**src/rtl/down_count_timer_pkg.sv**
```systemverilog
// Shared definitions for the down-count timer: FSM states and default sizes.
package down_count_timer_pkg;

   localparam int DEF_WIDTH      = 4;
   localparam int DEF_PRESCALE_W = 4;

   typedef enum logic [1:0] {
      ST_IDLE  = 2'd0,
      ST_RUN   = 2'd1,
      ST_PAUSE = 2'd2,
      ST_DONE  = 2'd3
   } state_t;

   // A state counts as "busy" while a count is in progress, paused or not.
   function automatic logic is_busy(input state_t s);
      return (s == ST_RUN) || (s == ST_PAUSE);
   endfunction

endpackage

```
**src/rtl/down_count_timer_if.sv**
```systemverilog
// Command/status bundle of the down-count timer.
// master drives the commands, slave is the timer itself.
interface down_count_timer_if
   import down_count_timer_pkg::*;
#(
   parameter int WIDTH      = DEF_WIDTH,
   parameter int PRESCALE_W = DEF_PRESCALE_W
);
   logic                  start;
   logic                  stop;
   logic                  pause;
   logic                  auto_reload;
   logic [WIDTH-1:0]      load_val;
   logic [PRESCALE_W-1:0] prescale;
   logic [WIDTH-1:0]      count;
   logic                  busy;
   logic                  done;
   logic                  tc_pulse;

   modport master (
      output start, stop, pause, auto_reload, load_val, prescale,
      input  count, busy, done, tc_pulse
   );

   modport slave (
      input  start, stop, pause, auto_reload, load_val, prescale,
      output count, busy, done, tc_pulse
   );
endinterface

```
**src/rtl/down_count_timer_tick_prescaler.sv**
```systemverilog
// Tick divider: while enabled, emits one tick every prescale+1 cycles.
module tick_prescaler #(
   parameter int PRESCALE_W = 4
) (
   input  logic                  clk,
   input  logic                  rst,
   input  logic                  enable,
   input  logic                  clear,
   input  logic [PRESCALE_W-1:0] prescale,
   output logic                  tick
);

   logic [PRESCALE_W-1:0] pre_q;

   // The compare uses the live prescale input, so a new divider applies at the next compare.
   assign tick = enable && (pre_q == prescale);

   // Phase counter: cleared on command, wraps to 0 on each tick, frozen when disabled.
   always_ff @(posedge clk or negedge rst) begin
      if (!rst) begin
         pre_q <= '0;
      end else if (clear) begin
         pre_q <= '0;
      end else if (enable) begin
         pre_q <= tick ? '0 : pre_q + 1'b1;
      end
   end

endmodule

```
**src/rtl/down_count_timer.sv**
```systemverilog
// Programmable down-count timer with prescaler, pause, one-shot and periodic modes.
module down_count_timer
   import down_count_timer_pkg::*;
#(
   parameter int WIDTH      = DEF_WIDTH,
   parameter int PRESCALE_W = DEF_PRESCALE_W
) (
   input logic               clk,
   input logic               rst,
   down_count_timer_if.slave bus
);

   state_t           state_q;
   logic [WIDTH-1:0] count_q;
   logic             tc_q;
   logic             run_step;
   logic             pre_clear;
   logic             tick;

   // A run step happens in RUN/PAUSE with pause low and no overriding command;
   // start and stop both restart the prescaler phase.
   always_comb begin
      pre_clear = bus.stop || bus.start;
      run_step  = is_busy(state_q) && !bus.pause && !pre_clear;
   end

   tick_prescaler #(
      .PRESCALE_W (PRESCALE_W)
   ) u_tick_prescaler (
      .clk      (clk),
      .rst      (rst),
      .enable   (run_step),
      .clear    (pre_clear),
      .prescale (bus.prescale),
      .tick     (tick)
   );

   // Control FSM: stop > start > pause; count and terminal-count strobe registered here.
   always_ff @(posedge clk or negedge rst) begin
      if (!rst) begin
         state_q <= ST_IDLE;
         count_q <= '0;
         tc_q    <= 1'b0;
      end else begin
         tc_q <= 1'b0;
         if (bus.stop) begin
            state_q <= ST_IDLE;
            count_q <= '0;
         end else if (bus.start) begin
            count_q <= bus.load_val;
            if (bus.load_val == '0) begin
               // Nothing to count: finish immediately with a single strobe.
               state_q <= ST_DONE;
               tc_q    <= 1'b1;
            end else begin
               state_q <= ST_RUN;
            end
         end else begin
            case (state_q)
               ST_RUN, ST_PAUSE: begin
                  if (bus.pause) begin
                     state_q <= ST_PAUSE;
                  end else begin
                     state_q <= ST_RUN;
                     if (tick) begin
                        if (count_q > WIDTH'(1)) begin
                           count_q <= count_q - 1'b1;
                        end else begin
                           // Terminal tick; count 0 is treated like 1 so it can never wrap.
                           tc_q <= 1'b1;
                           if (bus.auto_reload && (bus.load_val != '0)) begin
                              count_q <= bus.load_val;
                           end else begin
                              count_q <= '0;
                              state_q <= ST_DONE;
                           end
                        end
                     end
                  end
               end
               default: begin
                  // IDLE and DONE hold their count and ignore pause.
                  state_q <= state_q;
               end
            endcase
         end
      end
   end

   assign bus.count    = count_q;
   assign bus.busy     = is_busy(state_q);
   assign bus.done     = (state_q == ST_DONE);
   assign bus.tc_pulse = tc_q;

endmodule
```
**src/flat_wrapper.sv**
```systemverilog
// flat-port wrapper written by rule: the top's interface ports become plain ports
module down_count_timer_flat import down_count_timer_pkg::*;
#(
   parameter int WIDTH      = DEF_WIDTH,
   parameter int PRESCALE_W = DEF_PRESCALE_W
)
  (clk, rst, bus_start, bus_stop, bus_pause, bus_auto_reload, bus_load_val, bus_prescale, bus_count, bus_busy, bus_done, bus_tc_pulse);
  down_count_timer_if #(.WIDTH(WIDTH), .PRESCALE_W(PRESCALE_W)) bus_i ();
  input logic clk;
  input logic rst;
  input wire logic [$bits(bus_i.start)-1:0] bus_start;
  input wire logic [$bits(bus_i.stop)-1:0] bus_stop;
  input wire logic [$bits(bus_i.pause)-1:0] bus_pause;
  input wire logic [$bits(bus_i.auto_reload)-1:0] bus_auto_reload;
  input wire logic [$bits(bus_i.load_val)-1:0] bus_load_val;
  input wire logic [$bits(bus_i.prescale)-1:0] bus_prescale;
  output wire logic [$bits(bus_i.count)-1:0] bus_count;
  output wire logic [$bits(bus_i.busy)-1:0] bus_busy;
  output wire logic [$bits(bus_i.done)-1:0] bus_done;
  output wire logic [$bits(bus_i.tc_pulse)-1:0] bus_tc_pulse;
  assign bus_i.start = bus_start;
  assign bus_i.stop = bus_stop;
  assign bus_i.pause = bus_pause;
  assign bus_i.auto_reload = bus_auto_reload;
  assign bus_i.load_val = bus_load_val;
  assign bus_i.prescale = bus_prescale;
  assign bus_count = bus_i.count;
  assign bus_busy = bus_i.busy;
  assign bus_done = bus_i.done;
  assign bus_tc_pulse = bus_i.tc_pulse;
  down_count_timer #(.WIDTH(WIDTH), .PRESCALE_W(PRESCALE_W)) u_core (.clk(clk), .rst(rst), .bus(bus_i));
endmodule
```
**config.mk**
```make
export PLATFORM = sky130hd
export DESIGN_NAME = down_count_timer_flat
export DESIGN_NICKNAME = d
export VERILOG_FILES = /design/src/rtl/down_count_timer_pkg.sv /design/src/rtl/down_count_timer_if.sv /design/src/rtl/down_count_timer_tick_prescaler.sv /design/src/rtl/down_count_timer.sv /design/src/flat_wrapper.sv
export SDC_FILE = /design/constraint.sdc
export NUM_CORES = 1
export LEC_CHECK = 0
export BUFFER_PORTS_ARGS = -buffer_cell sky130_fd_sc_hd__clkbuf_2
export CORE_UTILIZATION = 45
export DETAILED_ROUTE_END_ITERATION = 6
export GPL_TIMING_DRIVEN = 0
export PLACE_DENSITY = 0.7
export SYNTH_ARGS = -nofsm -noshare
export SYNTH_HDL_FRONTEND = slang
export SYNTH_SLANG_ARGS = --single-unit
export TNS_END_PERCENT = 50
```
**constraint.sdc**
```tcl
create_clock -name clk -period 4.4 [get_ports clk]
set_input_delay 0.44 -clock clk [delete_from_list [all_inputs] [get_ports clk]]
set_output_delay 0.44 -clock clk [all_outputs]
set_load 0.005 [all_outputs]
```
==> results.py, run 1 <==
metrics = {
    "synth": {
        "yosysWarnings": 0,
        "synth_top_cells_by_area": "sky130_fd_sc_hd__dfrtp_1, sky130_fd_sc_hd__xor2_1, sky130_fd_sc_hd__ha_1",
        "synth_largest_area_cell": "sky130_fd_sc_hd__dfrtp_1",
        "xor_and_xnor_area_share_after_synthesis_pct": 9.38,
        "synth_top_family_by_area": "simple AND/OR/NAND/NOR gates",
        "synth_seq_area_share_pct": 36.9,
        "post-synth-top-area-fraction_pct": 36.9,
        "post_synth_instance_area_um2": 747,
        "postSynthCellCount": 79,
        "synth-compound-area-share_pct": 17.8,
        "synth.avg_cell_area_um2": 9.46,
        "synth.lib_cells_used.distinct": 30,
        "synth.area.mux_share_pct": 1.34,
        "synth_simple_gate_area_share_pct": 22.9,
        "ys_seq_elements": 11,
        "synth_fa_ha_area_share_pct": 6.70,
        "postSynthNetCount": 97,
    },
    "sta": {
        "final-hold-violation-count": 0,
        "timing.fmax_ghz": 0.454,
        "report.final.slew_viol_count": 0,
        "setup-violations-final": 0,
        "total_neg_setup_slack_ps": 0,
        "grt_setup_unrepaired": "false",
        "worstMarginPinSlew_ps": 686,
        "timing.final.crit_period_ps": 2200,
        "hold-worst-slack_ps": 31.9,
        "slew-limit-headroom_pct": 53.9,
        "clock_skew_ps": 3.24,
        "min_period_over_period_pct": 50.1,
    },
    "status": {
        "status": "finished clean",
    },
    "clock_tree": {
        "cts.clk_slew.worst_paths_ps": 70,
        "post-cts-setup-buffers": 0,
        "cts.sink_count": 11,
        "cts-root-buf": "sky130_fd_sc_hd__clkbuf_4",
        "cts_resized": 0,
        "worst_skew_pair.late_latency_ps": 270,
        "tritoncts.num_buffers": 3,
        "hold_buf_count_cts": 0,
        "h_tree_depth": 1,
        "cts.path.max_buffers": 2,
        "cts_tree": "built",
    },
    "die": {
        "die_x_um": 42.7,
        "design.portCount": 21,
        "initial_core_util_pct": 49.0,
        "row_count": 14,
        "floorplan.die_area_um2": 1830,
        "placeableCoreArea_um2": 1520,
        "chipHeight_um": 42.7,
    },
    "critical_path": {
        "worstPathCellList": "ha_1, nand2b_1, or4_4, nor4_4, buf_6, a2bb2oi_1, nor3_1",
        "worst-path-stages": 7,
        "reg2regPathDepth": 7,
        "cp_top_family": "simple AND/OR/NAND/NOR gates",
        "worst-setup-path-type": "flop to flop",
        "cp_num_buf_inv": 1,
        "crit_fanout": 10,
        "end_kind": "flop",
        "timing.critical_path.from_type": "flop",
        "timing.critical_path.arrival_ps": 2330,
        "crit_path_required_time_ps": 4530,
        "worst_stage_delay_on_the_critical_path_ps": 450,
        "setup.worst_path.start": "u_core.state_q[0]$_DFFE_PN0P_",
        "critical_path.reg2reg.startpoint": "u_core.state_q[0]$_DFFE_PN0P_",
        "critPathSlowestCell": "sky130_fd_sc_hd__or4_4",
    },
    "final_layout": {
        "fillers": 139,
        "layout.cells.non_filler": 119,
        "num_antenna_cells": 0,
        "regArea_um2": 275,
        "signed_area_change_from_the_synthesized_netlist_to_the_final_layout_pct": 19.6,
        "post_layout_nets": 122,
        "drive_gt1_share_pct": 31.1,
        "multi_input_logic_area_um2": 434,
    },
    "detailed_routing": {
        "drt_first_pass_iters": 5,
        "via_count": 666,
        "drt_first_iter_violations": 10,
        "ant_nets": 0,
        "finalWirelength_um": 1480,
        "drt-wirelength-per-cell_um": 12.5,
        "drcViolationCount": 0,
        "vias_per_cell": 5.60,
    },
    "global_route": {
        "grt_pass1_wl_um": 2590,
        "grt_start_max_net_pins": 12,
        "global_route.overflow_total": 0,
        "antenna_found_initial": 0,
        "grt_util_all_layers_pct": 19.0,
        "grt_pass1_vias": 643,
    },
    "hold_path": {
        "hold_path_class": "input port to async pin",
    },
    "placed_design": {
        "place.gp.congestion": 0.850,
        "hpwl_um": 1180,
        "placedCellCount": 115,
        "numPortBuffers": 20,
    },
    "job": {
        "maxCapViolCount": 0,
    },
    "power_and_ir_drop": {
        "leakagePower_nw": 0.423,
        "power.density_nw_per_um2": 265,
        "vdd_ir_drop_max_v": 0.000170,
    },
}
[metrics by stage]
| stage | utilization [%] | instance area (um2) | setup slack [ps] | power [mW] |
|---|---|---|---|---|
| finish | 58.6 | 893 | 2200 | 0.237 |
| global route | 58.6 | 893 | 2070 | 0.253 |
| CTS | 58.6 | 893 | 2200 | 0.240 |
| detailed placement | 56.9 | 867 | 2220 | 0.172 |
| global placement | 56.9 | 867 | 2240 | 0.170 |
| floorplan | - | 747 | 2350 | 0.151 |
[routing by layer]
layer / vias up / track usage, % / routed length, um
met5: - / 0 / 0
met4: 0 / 5.63 / 12
met3: 2 / 7.66 / 55
met2: 12 / 32.1 / 769
met1: 315 / 21.8 / 647
li1: 337 / - / -
[synth_stat cells (all sizes together)]
master,instances
nand3,1
inv,4
ha,4
and3,1
clkbuf,3
nor4,4
nor3,9
xor2,6
nand4,1
a2bb2oi,1
nor2,2
nand2,6
buf,1
or3,2
a21o,1
dfrtp,11
o21ai,2
or2,1
xnor2,2
o21bai,1
nand2b,1
a31oi,2
or4,1
a211oi,4
a21oi,7
mux2i,1
[cell usage in the layout, fill, tap and decap left out]
| cell | synthesis | layout |
|---|---|---|
| sky130_fd_sc_hd__xnor2_1 | 2 | 2 |
| sky130_fd_sc_hd__or2_2 | 1 | 1 |
| sky130_fd_sc_hd__nor4_4 | 1 | 1 |
| sky130_fd_sc_hd__nor4_1 | 3 | 3 |
| sky130_fd_sc_hd__a21o_1 | 1 | 1 |
| sky130_fd_sc_hd__inv_1 | 4 | 4 |
| sky130_fd_sc_hd__buf_6 | 1 | 1 |
| sky130_fd_sc_hd__dfrtp_1 | 11 | 11 |
| sky130_fd_sc_hd__xor2_1 | 6 | 6 |
| sky130_fd_sc_hd__mux2i_1 | 1 | 1 |
| sky130_fd_sc_hd__a2bb2oi_1 | 1 | 1 |
| sky130_fd_sc_hd__a31oi_1 | 1 | 1 |
| sky130_fd_sc_hd__and3_1 | 1 | 1 |
| sky130_fd_sc_hd__nand3_1 | 1 | 1 |
| sky130_fd_sc_hd__clkbuf_1 | 3 | 4 |
| sky130_fd_sc_hd__nor3_1 | 9 | 9 |
| sky130_fd_sc_hd__a211oi_1 | 1 | 1 |
| sky130_fd_sc_hd__o21ai_0 | 2 | 2 |
| sky130_fd_sc_hd__or4_4 | 1 | 1 |
| sky130_fd_sc_hd__nand4_1 | 1 | 1 |
| sky130_fd_sc_hd__o21bai_1 | 1 | 1 |
| sky130_fd_sc_hd__clkbuf_4 | 0 | 3 |
| sky130_fd_sc_hd__nor2_1 | 2 | 2 |
| sky130_fd_sc_hd__nand2_1 | 5 | 5 |
| sky130_fd_sc_hd__nand2_2 | 1 | 1 |
| sky130_fd_sc_hd__clkbuf_2 | 0 | 20 |
| sky130_fd_sc_hd__nand2b_1 | 1 | 1 |
| sky130_fd_sc_hd__a211oi_2 | 3 | 3 |
| sky130_fd_sc_hd__a31oi_2 | 1 | 1 |
| sky130_fd_sc_hd__or3_1 | 2 | 2 |
| sky130_fd_sc_hd__a21oi_1 | 7 | 7 |
| sky130_fd_sc_hd__ha_1 | 4 | 4 |
[power by group]
group	switching [mW]	leakage (nW)	internal, mW
Sequential	0.00487	0.148	0.106
Combinational	0.0330	0.260	0.0255
Clock	0.0327	0.0150	0.0351
Total	0.0705	0.423	0.166
[final cells by class]
class / instances / share of cell area, %
Buffer: 4 / 2.52
Tap cell: 16 / 2.24
Inverter: 4 / 1.68
Sequential cell: 11 / 30.8
Clock buffer: 4 / 2.94
Multi-Input combinational cell: 60 / 48.6
Timing Repair Buffer: 20 / 11.2
[flip-flops by register name, indices dropped and copies added, names as in the netlist]
name,count
u_core.u_tick_prescaler.pre_q,4
u_core.state_q,2
u_core.bus.tc_pulse,1
u_core.bus.count,4
[worst reg2reg max path, cell delays in order (launching register included)]
cell,delay (ps)
sky130_fd_sc_hd__dfrtp_1,380
sky130_fd_sc_hd__ha_1,350
sky130_fd_sc_hd__nand2b_1,140
sky130_fd_sc_hd__or4_4,450
sky130_fd_sc_hd__nor4_4,320
sky130_fd_sc_hd__buf_6,180
sky130_fd_sc_hd__a2bb2oi_1,170
sky130_fd_sc_hd__nor3_1,60
[worst paths after layout]
kind	slack, ps	endpoint
setup reg to reg	2200	u_core.u_tick_prescaler.pre_q[1]$_DFFE_PN0P_
min in group clk	450	u_core.bus.count[0]$_DFFE_PN0P_
setup / recovery	2200	u_core.u_tick_prescaler.pre_q[1]$_DFFE_PN0P_
hold reg to reg	590	u_core.state_q[0]$_DFFE_PN0P_
max in group asynchronous	4150	u_core.bus.count[1]$_DFFE_PN0P_
hold / removal	30	u_core.state_q[0]$_DFFE_PN0P_
[kinds of logic (layout without fill, tap and decap cells)]
family,count (synthesis),in the layout
AO/OA/AOI/OAI,18,18
buffers and inverters,8,32
multiplexers,1,1
AND/OR/NAND/NOR,29,29
flip-flops,11,11
adder cells (fa/ha/maj),4,4
XOR/XNOR,8,8
No activity file was read; power rests on OpenSTA's default activity.
==> run 2, diff against run 1 <==
==> constraint.sdc (replaced) <==
create_clock -name clk -period 2.3 [get_ports clk]
set_input_delay 0.23 -clock clk [delete_from_list [all_inputs] [get_ports clk]]
set_output_delay 0.23 -clock clk [all_outputs]
set_load 0.005 [all_outputs]
==> run 2 against run 1 <==
Effect of this change:
- setup slack lost 2100 ps
- cell area rose by 2.0%
- via count grew 0.75%
- clock-buffer cell count did not move
- first-iteration DRC count fell by 10%
==> results.py, run 2 (synthesis results as in run 1) <==
metrics = {
    "status": {
        "status": "finished clean",
    },
    "sta": {
        "final-hold-violation-count": 0,
        "setup-violations-final": 0,
        "timing.fmax_ghz": 0.462,
        "total_neg_setup_slack_ps": 0,
        "min_period_over_period_pct": 94.2,
        "grt_setup_unrepaired": "false",
        "slew-limit-headroom_pct": 53.9,
        "timing.final.crit_period_ps": 2170,
        "hold-worst-slack_ps": 239,
        "clock_skew_ps": 3.82,
        "worstMarginPinSlew_ps": 686,
        "report.final.slew_viol_count": 0,
    },
    "clock_tree": {
        "cts.clk_slew.worst_paths_ps": 70,
        "tritoncts.num_buffers": 3,
        "cts.path.max_buffers": 2,
        "h_tree_depth": 1,
        "cts-root-buf": "sky130_fd_sc_hd__clkbuf_4",
        "worst_skew_pair.late_latency_ps": 270,
        "cts_tree": "built",
        "post-cts-setup-buffers": 0,
        "cts.sink_count": 11,
    },
    "critical_path": {
        "timing.critical_path.arrival_ps": 2290,
        "critical_path.reg2reg.startpoint": "u_core.state_q[0]$_DFFE_PN0P_",
        "worst-setup-path-type": "flop to flop",
        "crit_fanout": 10,
        "timing.critical_path.from_type": "flop",
        "reg2regPathDepth": 7,
        "crit_path_required_time_ps": 2430,
        "end_kind": "flop",
        "setup.worst_path.start": "u_core.state_q[0]$_DFFE_PN0P_",
        "r2r-end": "u_core.u_tick_prescaler.pre_q[1]$_DFFE_PN0P_",
        "r2r_setup_slack_ps": 130,
        "cp-endpoint": "u_core.u_tick_prescaler.pre_q[1]$_DFFE_PN0P_",
    },
    "die": {
        "row_count": 14,
        "floorplan.die_area_um2": 1830,
        "chipHeight_um": 42.7,
        "placeableCoreArea_um2": 1520,
        "design.portCount": 21,
        "initial_core_util_pct": 49.0,
        "die_x_um": 42.7,
    },
    "global_route": {
        "global_route.overflow_total": 0,
        "grt_pass1_wl_um": 2620,
        "grt_pass1_vias": 655,
        "antenna_found_initial": 0,
        "grt_start_max_net_pins": 12,
        "grt_util_all_layers_pct": 19.2,
    },
    "final_layout": {
        "fillers": 137,
        "num_antenna_cells": 0,
        "post_layout_nets": 123,
        "drive_gt1_share_pct": 31.7,
        "mostFrequentLayoutCell": "sky130_fd_sc_hd__clkbuf_2",
        "signed_area_change_from_the_synthesized_netlist_to_the_final_layout_pct": 21.9,
        "layout_common_cells": "sky130_fd_sc_hd__clkbuf_2, sky130_fd_sc_hd__dfrtp_1, sky130_fd_sc_hd__nor3_1",
    },
    "detailed_routing": {
        "drt_first_iter_violations": 9,
        "finalWirelength_um": 1490,
        "top_signal_layer_used": "met4",
        "dr_wl_met2_um": 772,
        "via_count": 671,
        "met3_wirelength_um": 61,
        "drcViolationCount": 0,
        "drt-wirelength-per-cell_um": 12.5,
        "vias_per_cell": 5.59,
        "ant_nets": 0,
        "met1_length_um": 647,
        "drt_first_pass_iters": 4,
    },
    "placed_design": {
        "place.gp.congestion": 0.850,
        "hpwl_um": 1180,
        "numPortBuffers": 20,
    },
    "hold_path": {
        "hold_path_class": "input port to flop",
    },
    "job": {
        "maxCapViolCount": 0,
    },
    "power_and_ir_drop": {
        "power.density_nw_per_um2": 503,
        "leakagePower_nw": 0.433,
        "vdd_ir_drop_max_v": 0.000327,
    },
}
run 2: cell count changes in the layout (fill, tap and decap cells not counted), sizes merged:
| cell | previous run | this run |
|---|---|---|
| dlygate4sd3 | 0 | 1 |
run 2: metal layers:
metal	track usage (%)	vias up
met5	0	-
met4	5.63	0
met3	7.66	2
met2	32.7	14
met1	21.8	318
li1	-	337
run 2: worst min path at each step:
stage                               start                               to  slack [ps]  cells past startpoint
after floorplan                       rst  u_core.bus.count[0]$_DFFE_PN0P_         -70                      0
after global placement                rst    u_core.state_q[0]$_DFFE_PN0P_         120                      1
after detailed placement              rst    u_core.state_q[0]$_DFFE_PN0P_         120                      1
after CTS                 bus_load_val[0]  u_core.bus.count[0]$_DFFE_PN0P_         230                      3
after global routing      bus_load_val[2]    u_core.bus.tc_pulse$_DFF_PN0_         270                      4
final                     bus_load_val[0]  u_core.bus.count[0]$_DFFE_PN0P_         240                      3
run 2: power by group:
part / switching [mW] / internal, mW
Clock: 0.0627 / 0.0672
Sequential: 0.00936 / 0.202
Combinational: 0.0647 / 0.0516
run 2: final cells by class:
| cell class | instances | area (um2) | area share [%] |
|---|---|---|---|
| multi-input cells | 60 | 442 | 48.5 |
| flip-flops and latches | 11 | 275 | 30.2 |
| repair buffers | 21 | 110 | 12.1 |
| clock buffers | 4 | 26.3 | 2.88 |
| plain buffers | 4 | 22.5 | 2.47 |
| well taps | 16 | 20.0 | 2.20 |
| inverters | 4 | 15.0 | 1.65 |
run 2: critical path, stage by stage, from the launching register on:
cell and delay [ps]:
sky130_fd_sc_hd__dfrtp_1 380, sky130_fd_sc_hd__ha_1 390, sky130_fd_sc_hd__nand2b_4 90, sky130_fd_sc_hd__or4_4 440, sky130_fd_sc_hd__nor4_4 310, sky130_fd_sc_hd__buf_6 180
sky130_fd_sc_hd__a2bb2oi_1 170, sky130_fd_sc_hd__nor3_1 60
run 2: what timing repair did:
| item | CTS | global route |
|---|---|---|
| endpoints found under the hold margin | 11 | 0 |
| endpoints found under the setup margin | 0 | 4 |
| resized for setup | 0 | 1 |
| hold buffers | 1 | 0 |
run 2: per-stage QoR:
| step | std cells | instance area [um2] | setup slack, ps | util [%] | power (mW) |
|---|---|---|---|---|---|
| CTS | 120 | 903 | 97.0 | 59.3 | 0.460 |
| floorplan | 79 | 747 | 248 | - | 0.288 |
| global placement | 115 | 867 | 139 | 56.9 | 0.325 |
| detailed placement | 115 | 867 | 118 | 56.9 | 0.329 |
| global route | 120 | 911 | 22.8 | 59.8 | 0.490 |
| finish | 120 | 911 | 134 | 59.8 | 0.458 |
